File: src/rtl/aespim_accelerator.sv
`timescale 1ns/1ps
// aespim_accelerator: AES-128 key-expansion engine, one FIPS-197 schedule word per command
// Ports:
//   clk_i       clock, rising edge
//   rst_i       asynchronous active-high reset
//   start_i     command valid
//   op_code_i   000 load, 010 expand with g(), 011 expand plain, 001 key readback (optional)
//   data_in_i   key word for load, slot index [1:0] for readback
//   data_out_o  combinational preview of the next word, else last committed word
//   done_o      registered pulse one cycle after each accepted command
// Optional: define AESPIM_KEY_READBACK_EN to enable opcode 001 readback.
module aespim_accelerator (
    input  logic        clk_i,
    input  logic        rst_i,
    input  logic        start_i,
    input  logic [2:0]  op_code_i,
    input  logic [31:0] data_in_i,
    output logic [31:0] data_out_o,
    output logic        done_o
);
    localparam logic [2:0] OP_LD = 3'b000;
    localparam logic [2:0] OP_KEX_FIRST = 3'b010;
    localparam logic [2:0] OP_KEX_NEXT = 3'b011;
    localparam logic [0:255][7:0] SBOX = {
        128'h637c777bf26b6fc53001672bfed7ab76,
        128'hca82c97dfa5947f0add4a2af9ca472c0,
        128'hb7fd9326363ff7cc34a5e5f171d83115,
        128'h04c723c31896059a071280e2eb27b275,
        128'h09832c1a1b6e5aa0523bd6b329e32f84,
        128'h53d100ed20fcb15b6acbbe394a4c58cf,
        128'hd0efaafb434d338545f9027f503c9fa8,
        128'h51a3408f929d38f5bcb6da2110fff3d2,
        128'hcd0c13ec5f974417c4a77e3d645d1973,
        128'h60814fdc222a908846eeb814de5e0bdb,
        128'he0323a0a4906245cc2d3ac629195e479,
        128'he7c8376d8dd54ea96c56f4ea657aae08,
        128'hba78252e1ca6b4c6e8dd741f4bbd8b8a,
        128'h703eb5664803f60e613557b986c11d9e,
        128'he1f8981169d98e949b1e87e9ce5528df,
        128'h8ca1890dbfe6426841992d0fb054bb16};

    logic [3:0][31:0] slot;
    logic [1:0]       ld_ptr, p;
    logic [7:0]       rcon;
    logic [31:0]      last_q, oldest, newest, rot, g, cand;
    logic             done_q, is_first, is_next, is_kex, is_ld, is_rd, valid_op;

`ifdef AESPIM_KEY_READBACK_EN
    assign is_rd = op_code_i == 3'b001;
`else
    assign is_rd = 1'b0;
`endif

    // The ring buffer always holds the last four schedule words; slot[p] is
    // w[i-4] and the slot just before it is w[i-1].
    always_comb begin
        is_ld      = op_code_i == OP_LD;
        is_first   = op_code_i == OP_KEX_FIRST;
        is_next    = op_code_i == OP_KEX_NEXT;
        is_kex     = is_first || is_next;
        valid_op   = is_ld || is_kex || is_rd;
        oldest     = slot[p];
        newest     = slot[p - 2'd1];
        rot        = {newest[23:0], newest[31:24]};
        g          = {SBOX[rot[31:24]] ^ rcon, SBOX[rot[23:16]], SBOX[rot[15:8]], SBOX[rot[7:0]]};
        cand       = is_first ? oldest ^ g : oldest ^ newest;
        data_out_o = is_kex ? cand : is_rd ? slot[data_in_i[1:0]] : last_q;
    end

    always_ff @(posedge clk_i or posedge rst_i) begin
        if (rst_i) begin
            slot   <= '0;
            ld_ptr <= 2'd0;
            p      <= 2'd1;
            rcon   <= 8'h01;
            last_q <= 32'h0;
            done_q <= 1'b0;
        end else begin
            done_q <= start_i && valid_op;
            if (start_i && is_ld) begin
                slot[ld_ptr] <= data_in_i;
                ld_ptr       <= ld_ptr + 2'd1;
                p            <= 2'd1;
                rcon         <= 8'h01;
                last_q       <= data_in_i;
            end else if (start_i && is_kex) begin
                slot[p] <= cand;
                p       <= p + 2'd1;
                last_q  <= cand;
                if (is_first)
                    rcon <= {rcon[6:0], 1'b0} ^ (rcon[7] ? 8'h1b : 8'h00);
            end
        end
    end

    assign done_o = done_q;
endmodule

File: config.mk
export PLATFORM = sky130hd
export DESIGN_NAME = aespim_accelerator
export DESIGN_NICKNAME = d
export VERILOG_FILES = /design/src/rtl/aespim_accelerator.sv
export SDC_FILE = /design/constraint.sdc
export NUM_CORES = 1
export LEC_CHECK = 0
export ABC_AREA = 1
export CORE_MARGIN = 3
export CORE_UTILIZATION = 33
export CTS_BUF_LIST = sky130_fd_sc_hd__clkbuf_4 sky130_fd_sc_hd__clkbuf_8 sky130_fd_sc_hd__clkbuf_16
export DETAILED_ROUTE_END_ITERATION = 6
export GPL_TIMING_DRIVEN = 0
export PLACE_DENSITY = 0.6
export SLEW_MARGIN = 5
export SYNTH_ARGS = -nofsm -noshare
export SYNTH_HDL_FRONTEND = slang
export SYNTH_SLANG_ARGS = --single-unit
File: constraint.sdc
create_clock -name clk_i -period 5.6 [get_ports clk_i]
set_clock_uncertainty 0.05 [all_clocks]
set_input_delay 0.56 -clock clk_i [delete_from_list [all_inputs] [get_ports clk_i]]
set_output_delay 0.56 -clock clk_i [all_outputs]
set_load 0.02 [all_outputs]
Yosys cells after proc, flatten, opt, wreduce, memory -nomap -nowiden. Memories as Yosys holds them, arrays and structs flattened. Cells that the tools add are included.

$add $sub $neg: 3. Multiply operators: 0. Divide/modulo/power cells: 0. Order comparisons: 9. Equality and inequality tests: 2. Shift operators: 0. Muxes and demuxes: 30. Bitwise operators: 8. Reductions and logical operators: 11.

Operators by type and width (count): $bwmux W128 (2); $mux W128 (2); $mux W32 (8); $bmux W32 S2 (2); $demux W32 S2 (2); $mux W8 (11); $xor A32 B32 Y32 (2); $ge A9 B9 Y1 const B (4); $not A8 Y9 (4); $lt A2 B3 Y1 const B (3); $xor A8 B5 Y8 (1); $xor A8 B8 Y8 (1); $eq A3 B2 Y1 const B (2); $logic_and A1 B1 Y1 (5); $mux W5 (1); $add A2 B1 Y2 const B (2); $ge A2 B1 Y1 const B (2); $mux W2 (2); $reduce_bool A2 Y1 (2); $logic_not A3 Y1 (1); $logic_or A1 B1 Y1 (2); $reduce_and A2 Y1 (1); $sub A2 B1 Y2 const B (1).

Register bits: 173. Latch bits: 0. Memory bits (writable): 0. Bits in read-only memories: 8192. Output and inout port bits: 33. Memories: 4.

Memories: (no name shown) (words 256, width 8, read ports 1, clocked after memory_dff 0, write ports 0, line 65) `g = {SBOX[rot[31:24]] ^ rcon, SBOX[rot[23:16]], SBOX[rot[15:8]], SBOX[rot[7:0]]};`; (no name shown) (words 256, width 8, read ports 1, clocked after memory_dff 0, write ports 0, line 65); (no name shown) (words 256, width 8, read ports 1, clocked after memory_dff 0, write ports 0, line 65); (no name shown) (words 256, width 8, read ports 1, clocked after memory_dff 0, write ports 0, line 65).

Logic depth before layout (Yosys ltp). Gate-level depths: netlist of run 1.

Word-level depth: 13. Depth in mapped cells: 38. Gate-level depth less buffers: 27.

Least setup slack after synthesis of run 1. No wires, ideal clock.

Path type: register -> output. Start: register p[0]. End: output data_out_o[26]. Data arrival time: 4460 ps. Path slack: 530 ps. Stages on the path, launching flop included: 32. Path buffers: 11. Path through: dfstp_2 > buf_6 > inv_4 > buf_6 > buf_6 > buf_6 > buf_6 > buf_4 > buf_2 > buf_2 > ha_1 > buf_4 > inv_2 > buf_6 > buf_6 > nand2_1 > nand2_1 > ha_1 > inv_1 > nand2_1 > nand2_1 > inv_1 > nand2_1 > nand3_1 > nand3_1 > nand3_1 > nand3_1 > nand2_1 > nand2_1 > nand3_1 > nand3_1 > a31oi_1.

Word-level cells in the longest chain between the ends: 11. Elaborated cells between the ends (all ways): 14. Classes of those cells: add/sub: 1; mux: 8; bitwise: 4; memory: 1.

RTL lines: from (decl) (line 43) `logic [1:0] ld_ptr, p;`; from (signal assigned) (line 88) `p <= p + 2'd1;`; $sub A2 B1 Y2 (line 63) `newest = slot[p - 2'd1];`; $bmux W32 S2 (line 63); $mux W32 (implied by the code) (line 63); $not A8 Y9 (implied by the code) (line 65); $mem_v2 Z256 W8; $mux W8 (implied by the code) (2 in series) (line 65); $xor A8 B8 Y8 (line 65); $xor A32 B32 Y32 (line 66) `cand = is_first ? oldest ^ g : oldest ^ newest;`; $mux W32 (*) (line 66); $mux W32 (*) (line 67) `data_out_o = is_kex ? cand : is_rd ? slot[data_in_i[1:0]] : last_q;`; to (decl) (line 18) `output logic [31:0] data_out_o,`.

Mark *: on every way between the ends. The rest lies on a longest branch, timed or not. The select of a mux whose other input is x is not followed.

Final worst setup path of run 1.
Start: register p[0]. End: output data_out_o[7].

Word-level cells in the longest chain between the ends: 10. Elaborated cells between the ends (all ways): 13. Classes of those cells: add/sub: 1; mux: 8; bitwise: 3; memory: 1.

RTL lines (line): $sub A2 B1 Y2 (63); $bmux W32 S2 (63); $mux W32 (implied by the code) (63); $not A8 Y9 (implied by the code) (65); $mem_v2 Z256 W8; $mux W8 (implied by the code) (2 in series) (65); $xor A32 B32 Y32 (66); $mux W32 (*) (66); $mux W32 (*) (67).

Marks and branches as above.

==> results by stage, run 1 <==
Critical path:
- The start-to-end type of the worst setup path is reg2out.
- The critical path contains buffers and inverters numbering 11 combined.
- Of all nets on the critical path, the largest fanout is 22.
- In this design, the stage delay of the slowest critical-path cell is between 500 and 600 ps.
- Data on the critical path is required at its endpoint by between 4000 and 5000 ps.
- STA classifies the critical path endpoint as an output pin.
- The standard cell with the maximum stage delay on the critical path is dfstp_2.
- The family with the most delay on the worst path is buffers and inverters.
- Traced cell by cell, the critical path runs through buf_8 -> inv_12 -> buf_16 -> buf_12 -> buf_8 -> ha_4 -> buf_12 -> buf_12 -> buf_2 -> nand3_1 -> nand2_2 -> inv_1 -> buf_2 -> a21oi_1 -> o21ai_1 -> nand3_1 -> nand3_2 -> nand2_1 -> nand2_2 -> nand3_1 -> nand2_2 -> clkdlybuf4s15_2.
- The data arrival time at the worst-slack endpoint is 4990 ps.
- The worst setup path is launched from a register.

Synth:
- After synthesis, the mean cell area works out to between 5 and 6 sq um.
- The number of distinct library cells after synthesis is 50.
- The number of register bits inferred by synthesis is 173.
- The net count after synthesis is 4216.
- The mapped netlist covers around 0.024 sq mm.
- The warning count from the yosys run is 0.
- In the synthesized netlist, the number of instances is 4117.
- The fraction of synthesized cell area taken by the top area cell type is 0.1923.
- Sorting the synthesized cells by area gives the leading types as nand3_1 (19%), dfrtp_1 (18%), nand2_1 (17%), nor2_1 (5.5%), a21oi_1 (4.7%).
- The synthesized design spends more area on one cell type than any other, namely nand3_1.
- The share of synthesized area occupied by flip-flops and latches is 0.1821.

Floorplan:
- The floorplan step set the die width to roughly 270 um.
- The total number of placement rows is 97.
- Pin placement for this block handled 71 I/O pins.
- The initial cell density of the core is 0.3362.
- The floorplan step defined a die boundary enclosing around 0.075 sq mm.
- The height of the die is 274.5 um.
- The total area inside the core boundary comes to between 0.07 and 0.08 sq mm.

Drt:
- Before antenna repair, the detailed router went through 7 iterations.
- The detailed router placed around 34000 vias in this run.
- For this block, the routed nets add up to roughly 170000 um of wire.
- The first-iteration detailed-routing DRC count is about 6100.
- The total DRC errors in the routed layout is 1.
- Dividing the detail-routed via count by the number of cells gives between 6 and 7.
- In this run the remaining antenna-violating nets after routing total 0.
- Dividing the detail-routed wire length by the instance count gives between 30 and 40 um.

Clock network:
- TritonCTS built the clock tree.
- The clock slew seen by the registers of the worst setup and hold paths is 80 ps.
- The number of levels in the clock H-tree is 4.
- In this run, CTS created clock tree buffers numbering 17.
- The maximum number of buffers from clock root to sink is 2.
- CTS placed an instance of clkbuf_16 at the clock tree root.
- The clock net in this run drives a total of around 170 sinks.
- For the worst-skew pair, the clock arrives at the later sink with an insertion delay of 490 ps.

GRT:
- The pin count of the biggest net entering global routing is about 100.
- The number of antenna violations at the first check in global routing is 4.
- The number of global-route vias before repair is ~32000.
- The total routing usage reported by global routing is 0.4247.
- The total congestion overflow after global routing is 0.
- The first global-routing pass estimated roughly 230000 um of wire.

STA:
- The total count of hold-check failures in the final report was 0.
- Headroom to the max-slew limit came out at -0.04798.
- Setup slack on the critical path of the routed design comes to between 3 and 4 ps.
- Static timing analysis puts the maximum clock frequency at 178.7 MHz.
- The final number of setup-violating endpoints is 0.
- Setup repair after global routing could not meet its margin everywhere.
- The transition time at the pin with the least slew margin is about 1600 ps.
- The number of max-slew violations in the final report is 11.
- Dividing the final minimum period by the clock period gives 0.9993.
- The post-route minimum period is around 5600 ps.

Status:
- The flow ran to the end, but the final reports show violations.
- The checks that failed: DRC, capacitance limit, slew limit.

Layout:
- In the final layout, the share of cells above drive strength 1 is 0.2099.
- The area of all placed cells without fillers is 0.02905 sq mm.
- Compared with the post-synthesis result, the final layout area differs by 22.08%.
- The count of fill cells added during filler insertion is roughly 7900.
- The top cell types in the final layout, fill and taps aside, are nand2_1 (978), nand3_1 (848), nor2_1 (330).
- The most common library cell in the layout ignoring fill and taps is nand2_1.
- The final net count is around 4400.

Place:
- The routability-driven placement congestion ratio is approximately 1.1.
- The estimated wirelength of the detail-placed design is about 120000 um.
- Once placement finished, the instance area stood at between 0.02 and 0.03 sq mm.
- The setup slack after placement is -2590 ps.
- The number of buffers added on ports is 70.

Job:
- The tool flagged a number of max-cap violations equal to 1.

Worst hold path:
- The path class of the lowest-slack min-delay path is reg2reg.
-- logic make-up after synthesis --
family / Yosys count / share of synthesized area
DFF: 173 / 0.1821
and+or+nand+nor: 2711 / 0.5204
adders and majority gates: 61 / 0.03208
AOI/OAI and AO/OA: 587 / 0.1462
buffers and inverters: 582 / 0.1181
xor gates and xnor gates: 3 / 0.001105
-- worst register-to-register path: cells and delay by family (launching register included) --
| family | cells | cell delay [ps] |
|---|---|---|
| AOI/OAI and AO/OA | 2 | 280 |
| adders and majority gates | 2 | 620 |
| buffers and inverters | 13 | 1730 |
| DFF | 1 | 550 |
| and+or+nand+nor | 13 | 1480 |
-- routing by layer --
layer  up-vias  wire [um]  global-route usage
met4         6      10290              0.2079
met1     16360      64030              0.5646
met3       664      23950              0.1450
met5         -        108                   0
met2      3050      66650              0.6095
li1      14390          -                   -
-- registers in the layout, indices dropped and copies added (netlist names) --
name / flops
done_o: 1
last_q: 32
ld_ptr: 2
p: 2
rcon: 8
slot: 128
-- stage by stage --
| stage | std cells | TNS, ps | utilization | hold WS [ps] |
|---|---|---|---|---|
| 4_1_cts | 5230 | 0 | 0.3976 | 436.2 |
| 6_report | 5273 | 0 | 0.4105 | 432.8 |
| 5_1_grt | 5271 | -172.1 | 0.4104 | 455.6 |
| 3_3_place_gp | 5127 | -667560 | 0.3628 | 413.4 |
| 3_5_place_dp | 5128 | -183130 | 0.3633 | 416.6 |
| 2_1_floorplan | 4117 | 0 | - | 399.2 |
-- final timing paths --
kind	endpoint	cells past startpoint	from	slack (ps)
max reg2reg	last_q[23]$_DFFE_PP0P_	30	p[0]$_DFFE_PP1P_	760
max	data_out_o[7]	22	p[0]$_DFFE_PP1P_	4
min in group asynchronous	last_q[3]$_DFFE_PP0P_	2	rst_i	480
min	last_q[18]$_DFFE_PP0P_	2	last_q[18]$_DFFE_PP0P_	430
max in group asynchronous	last_q[18]$_DFFE_PP0P_	3	rst_i	4020
min reg2reg	last_q[18]$_DFFE_PP0P_	2	last_q[18]$_DFFE_PP0P_	430
-- synthesized netlist by cell type (all sizes together) --
cell and count:
dfrtp 171, a22oi 2, and2 1, clkbuf 83, dfstp 2, buf 214
ha 61, a21oi 228, o2111ai 4, a32oi 30, o21a 2, xor2 1
inv 283, clkinv 2, nor2 374, xnor2 2, nand4 91, a32o 2
nand3 931, a31oi 37, a311oi 1, or2 57, nand2 1164, nand3b 11
o31ai 2, o211ai 110, o221ai 1, o22ai 13, nor3 82, o21ai 155
-- what timing repair did --
item | 4_1_cts | 5_1_grt
setup buffers | 74 | 42
endpoints found under the hold margin | 0 | 0
hold buffers | 0 | 0
pin swaps | 72 | 66
gates resized for setup | 467 | 188
cloned | 1 | 0
setup endpoints to repair | 192 | 32
-- final cells by class --
cell class | count | area (sq um) | share of cell area
Clock buffer | 18 | 439.2 | 0.01512
Sequential cell | 173 | 4332 | 0.1491
Multi-Input combinational cell | 3363 | 18240 | 0.6279
Timing Repair Buffer | 187 | 1647 | 0.05669
Inverter | 285 | 1180 | 0.04062
Tap cell | 940 | 1176 | 0.04049
Antenna cell | 2 | 5.005 | 0.0001723
Buffer | 291 | 1878 | 0.06466
Clock inverter | 14 | 150.1 | 0.005169
Power of run 1 is not shown: default switching activity piles up to over one toggle a cycle in this logic, so the estimate is an artifact.
==> inputs of run 2 (changes only) <==
--- a/config.mk
+++ b/config.mk
@@ -12,6 +12,7 @@
 export DETAILED_ROUTE_END_ITERATION = 6
 export GPL_TIMING_DRIVEN = 0
 export PLACE_DENSITY = 0.6
+export SKIP_CTS_REPAIR_TIMING = 1
 export SLEW_MARGIN = 5
 export SYNTH_ARGS = -nofsm -noshare
 export SYNTH_HDL_FRONTEND = slang
==> run 2 against run 1 <==
The run ends with DRC, capacitance limit, slew limit, setup timing left. Die area unchanged. Fmax is 2.4% lower. Setup slack got worse by 140 ps. Final area up 1.4%. Wire length is 0.49% lower. Sequential share of layout area decreased by 0.21 points. Utilization up 0.58 points.
==> results by stage, run 2 (synthesis gave the netlist of run 1 again) <==
Status:
- The flow ran to the end, but the final reports show violations.
- The checks that failed: DRC, capacitance limit, slew limit, setup timing.

GRT:
- The pin count of the biggest net entering global routing is ~100.
- The total congestion overflow after global routing is 0.
- The number of antenna violations at the first check in global routing is 3.
- Across every metal layer, demand over resource in global routing totals 0.4166.
- The number of global-route vias before repair is 31040.
- The wire length of the first global-routing pass is 228400 um.

Critical path:
- The worst register-to-register path begins at p[0]$_DFFE_PP1P_.
- Data on the critical path is required at its endpoint by ~5000 ps.
- STA classifies the critical path startpoint as a register.
- The data arrival time at the worst-slack endpoint is just over 5000 ps.
- STA classifies the critical path endpoint as an output pin.
- The worst setup path is of the reg2out kind.
- The peak fanout along the critical path is 9.
- The endpoint identified for the worst register-to-register timing path is slot[23]$_DFFE_PP0P_.
- The register-to-register setup slack is 830 ps.
- The number of cells on the worst reg-to-reg path is 27.

Drt:
- The remaining antenna violation count after routing is 0.
- The mean routed wirelength per cell is a little over 30 um.
- The detailed-router iteration count before antenna repair is 7.
- The first-iteration detailed-routing DRC count is around 6300.
- In the routed design, unresolved DRC markers number 5.
- The total vias in the final route is 34460.
- Dividing the detail-routed via count by the number of cells gives roughly 6.5.
- The final wirelength is 164200 um.

Layout:
- The largest registers in the layout are slot (128), last_q (32), rcon (8).
- The register with the most flip-flops in the layout has 128 of them.
- Of the cells placed in the final design, the portion with a size suffix greater than 1 is 0.2176.
- The register with the highest flop count is slot.
- The final cell utilization of the core is 0.4163.
- The multi-input combinational cells in the finished layout cover a total of around 0.018 sq mm.
- Leaving out fill and tap cells, the most frequent cells in the layout are nand2_1 (969), nand3_1 (838), nor2_1 (326).
- The final net count is ~4400.
- Compared with the post-synthesis result, the final layout area differs by 23.81%.
- The combined flip-flop and latch cell area is between 0.004 and 0.005 sq mm.
- The count of fill cells added during filler insertion is 7850.
- Leaving out fill and tap cells, the most frequent cell in the layout is nand2_1.

STA:
- Once routing completed, OpenROAD measured the worst setup slack at -134.8 ps.
- Based on the critical path, the design can be clocked at up to 174.4 MHz.
- In the finished design, the share of the clock period the worst path needs comes to 1.024.
- At the pin with the least slew margin, the transition time is between 1500 and 2000 ps.
- The final number of setup-violating endpoints is 11.
- For the finished layout, the period the worst path requires is 5735 ps.
- The total count of hold-check failures in the final report is 0.
- The tightest slew margin relative to the limit is -0.04612.
- The total negative slack is -829.7 ps.
- Setup repair after global routing could not meet its margin everywhere.
- The number of max-slew violations in the final report was 22.

Job:
- Max-cap violations in this run came to 2.

Clock network:
- Clock tree synthesis found a total of about 170 sinks.
- TritonCTS built the clock tree.
- The number of levels in the clock H-tree is 4.
- The clock network latency to the later pin of the worst-skew pair is roughly 500 ps.
- No sink is reached through more buffers than the 2 on the longest clock path.
- CTS placed an instance of clkbuf_16 at the clock tree root.
- The total CTS buffers is 17.
- After clock tree synthesis, the clock-pin slew on the worst setup and hold paths is around 80 ps.

Worst hold path:
- The startpoint identified for the worst hold timing path is last_q[18]$_DFFE_PP0P_.
- Counting instances, the worst hold path has a depth of 2.
- The tightest min-delay check is of the reg2reg type.
- The path with the worst hold slack has its endpoint at last_q[18]$_DFFE_PP0P_.

Place:
- The estimated wirelength of the detail-placed design is 118900 um.
- The routability-driven placement congestion ratio is approximately 1.1.
- The setup slack after placement is -2590 ps.
- The number of buffers added on ports is 70.

Floorplan:
- For this configuration, the core starts out at a cell density of 0.3362.
- Measured along the x axis, the die boundary spans 274.5 um.
- between 70 and 80 I/O pins were placed.
- The die covers between 0.07 and 0.08 sq mm.
- In this run the core area contains 97 standard-cell rows.
- The region available for standard cell placement spans 0.07076 sq mm.
- The die is ~270 um tall.
run 2: cell count changes in the layout (fill, tap and decap cells not counted), moves of 6 or more:
cell     change
buf_2       -12
buf_4       +25
inv_1        +6
inv_2        -9
nand2_1      -9
nand2_4      +8
nand3_1     -10
run 2: final cells by class:
| class | instances | area share |
|---|---|---|
| diodes | 1 | 0.00008495 |
| plain buffers | 293 | 0.06597 |
| clock buffers | 18 | 0.01491 |
| clock inverters | 14 | 0.005097 |
| inverters | 285 | 0.04146 |
| multi-input cells | 3363 | 0.6251 |
| flip-flops and latches | 173 | 0.1471 |
| well taps | 940 | 0.03993 |
| repair buffers | 205 | 0.06006 |
| repair inverters | 1 | 0.0003823 |
run 2: worst max-delay path, cell delays in order, from the launching register on:
cell and delay, ps:
dfstp_2 580, buf_12 150, clkinv_16 70, buf_12 130
buf_12 120, buf_12 120, buf_12 120, ha_4 260
buf_12 140, clkinv_8 60, buf_12 140, buf_12 150
nand3_4 90, nand2_8 90, buf_4 160, ha_4 320
nand2_2 240, nand2_2 230, o21ai_0 140, o21ai_2 300
nand3_1 130, nand3_1 160, nand3_4 130, nand3_4 190
nand3_1 120, nand2_1 130, buf_4 140
run 2: per-layer routing:
layer  track usage  up-vias  share of wire
met5             0        -        0.00024
met1        0.5573    16350           0.39
met4        0.2091        6          0.063
li1              -    14450              -
met2        0.5945     2990           0.40
met3        0.1377      664           0.14
run 2: stage by stage:
step | area, sq um | hold slack (ps) | std cells
2_1_floorplan | 23790 | 399.2 | 4117
3_3_place_gp | 25670 | 413.4 | 5127
3_5_place_dp | 25700 | 416.6 | 5128
4_1_cts | 26290 | 436.2 | 5160
5_1_grt | 29450 | 455.6 | 5292
6_report | 29460 | 436.7 | 5293
run 2: how the worst max path moves through the flow:
stage | startpoint | endpoint | slack [ps] | depth (start not counted)
final | p[0]$_DFFE_PP1P_ | data_out_o[17] | -130 | 26
after global routing | p[0]$_DFFE_PP1P_ | data_out_o[21] | -190 | 27
after CTS | p[0]$_DFFE_PP1P_ | data_out_o[17] | -3130 | 30
after detailed placement | p[0]$_DFFE_PP1P_ | data_out_o[17] | -2590 | 30
after global placement | p[0]$_DFFE_PP1P_ | data_out_o[17] | -2800 | 30
after floorplan | rst_i | done_o$_DFF_PP0_ | 300 | 1
Power of run 2 is left out for the same reason.
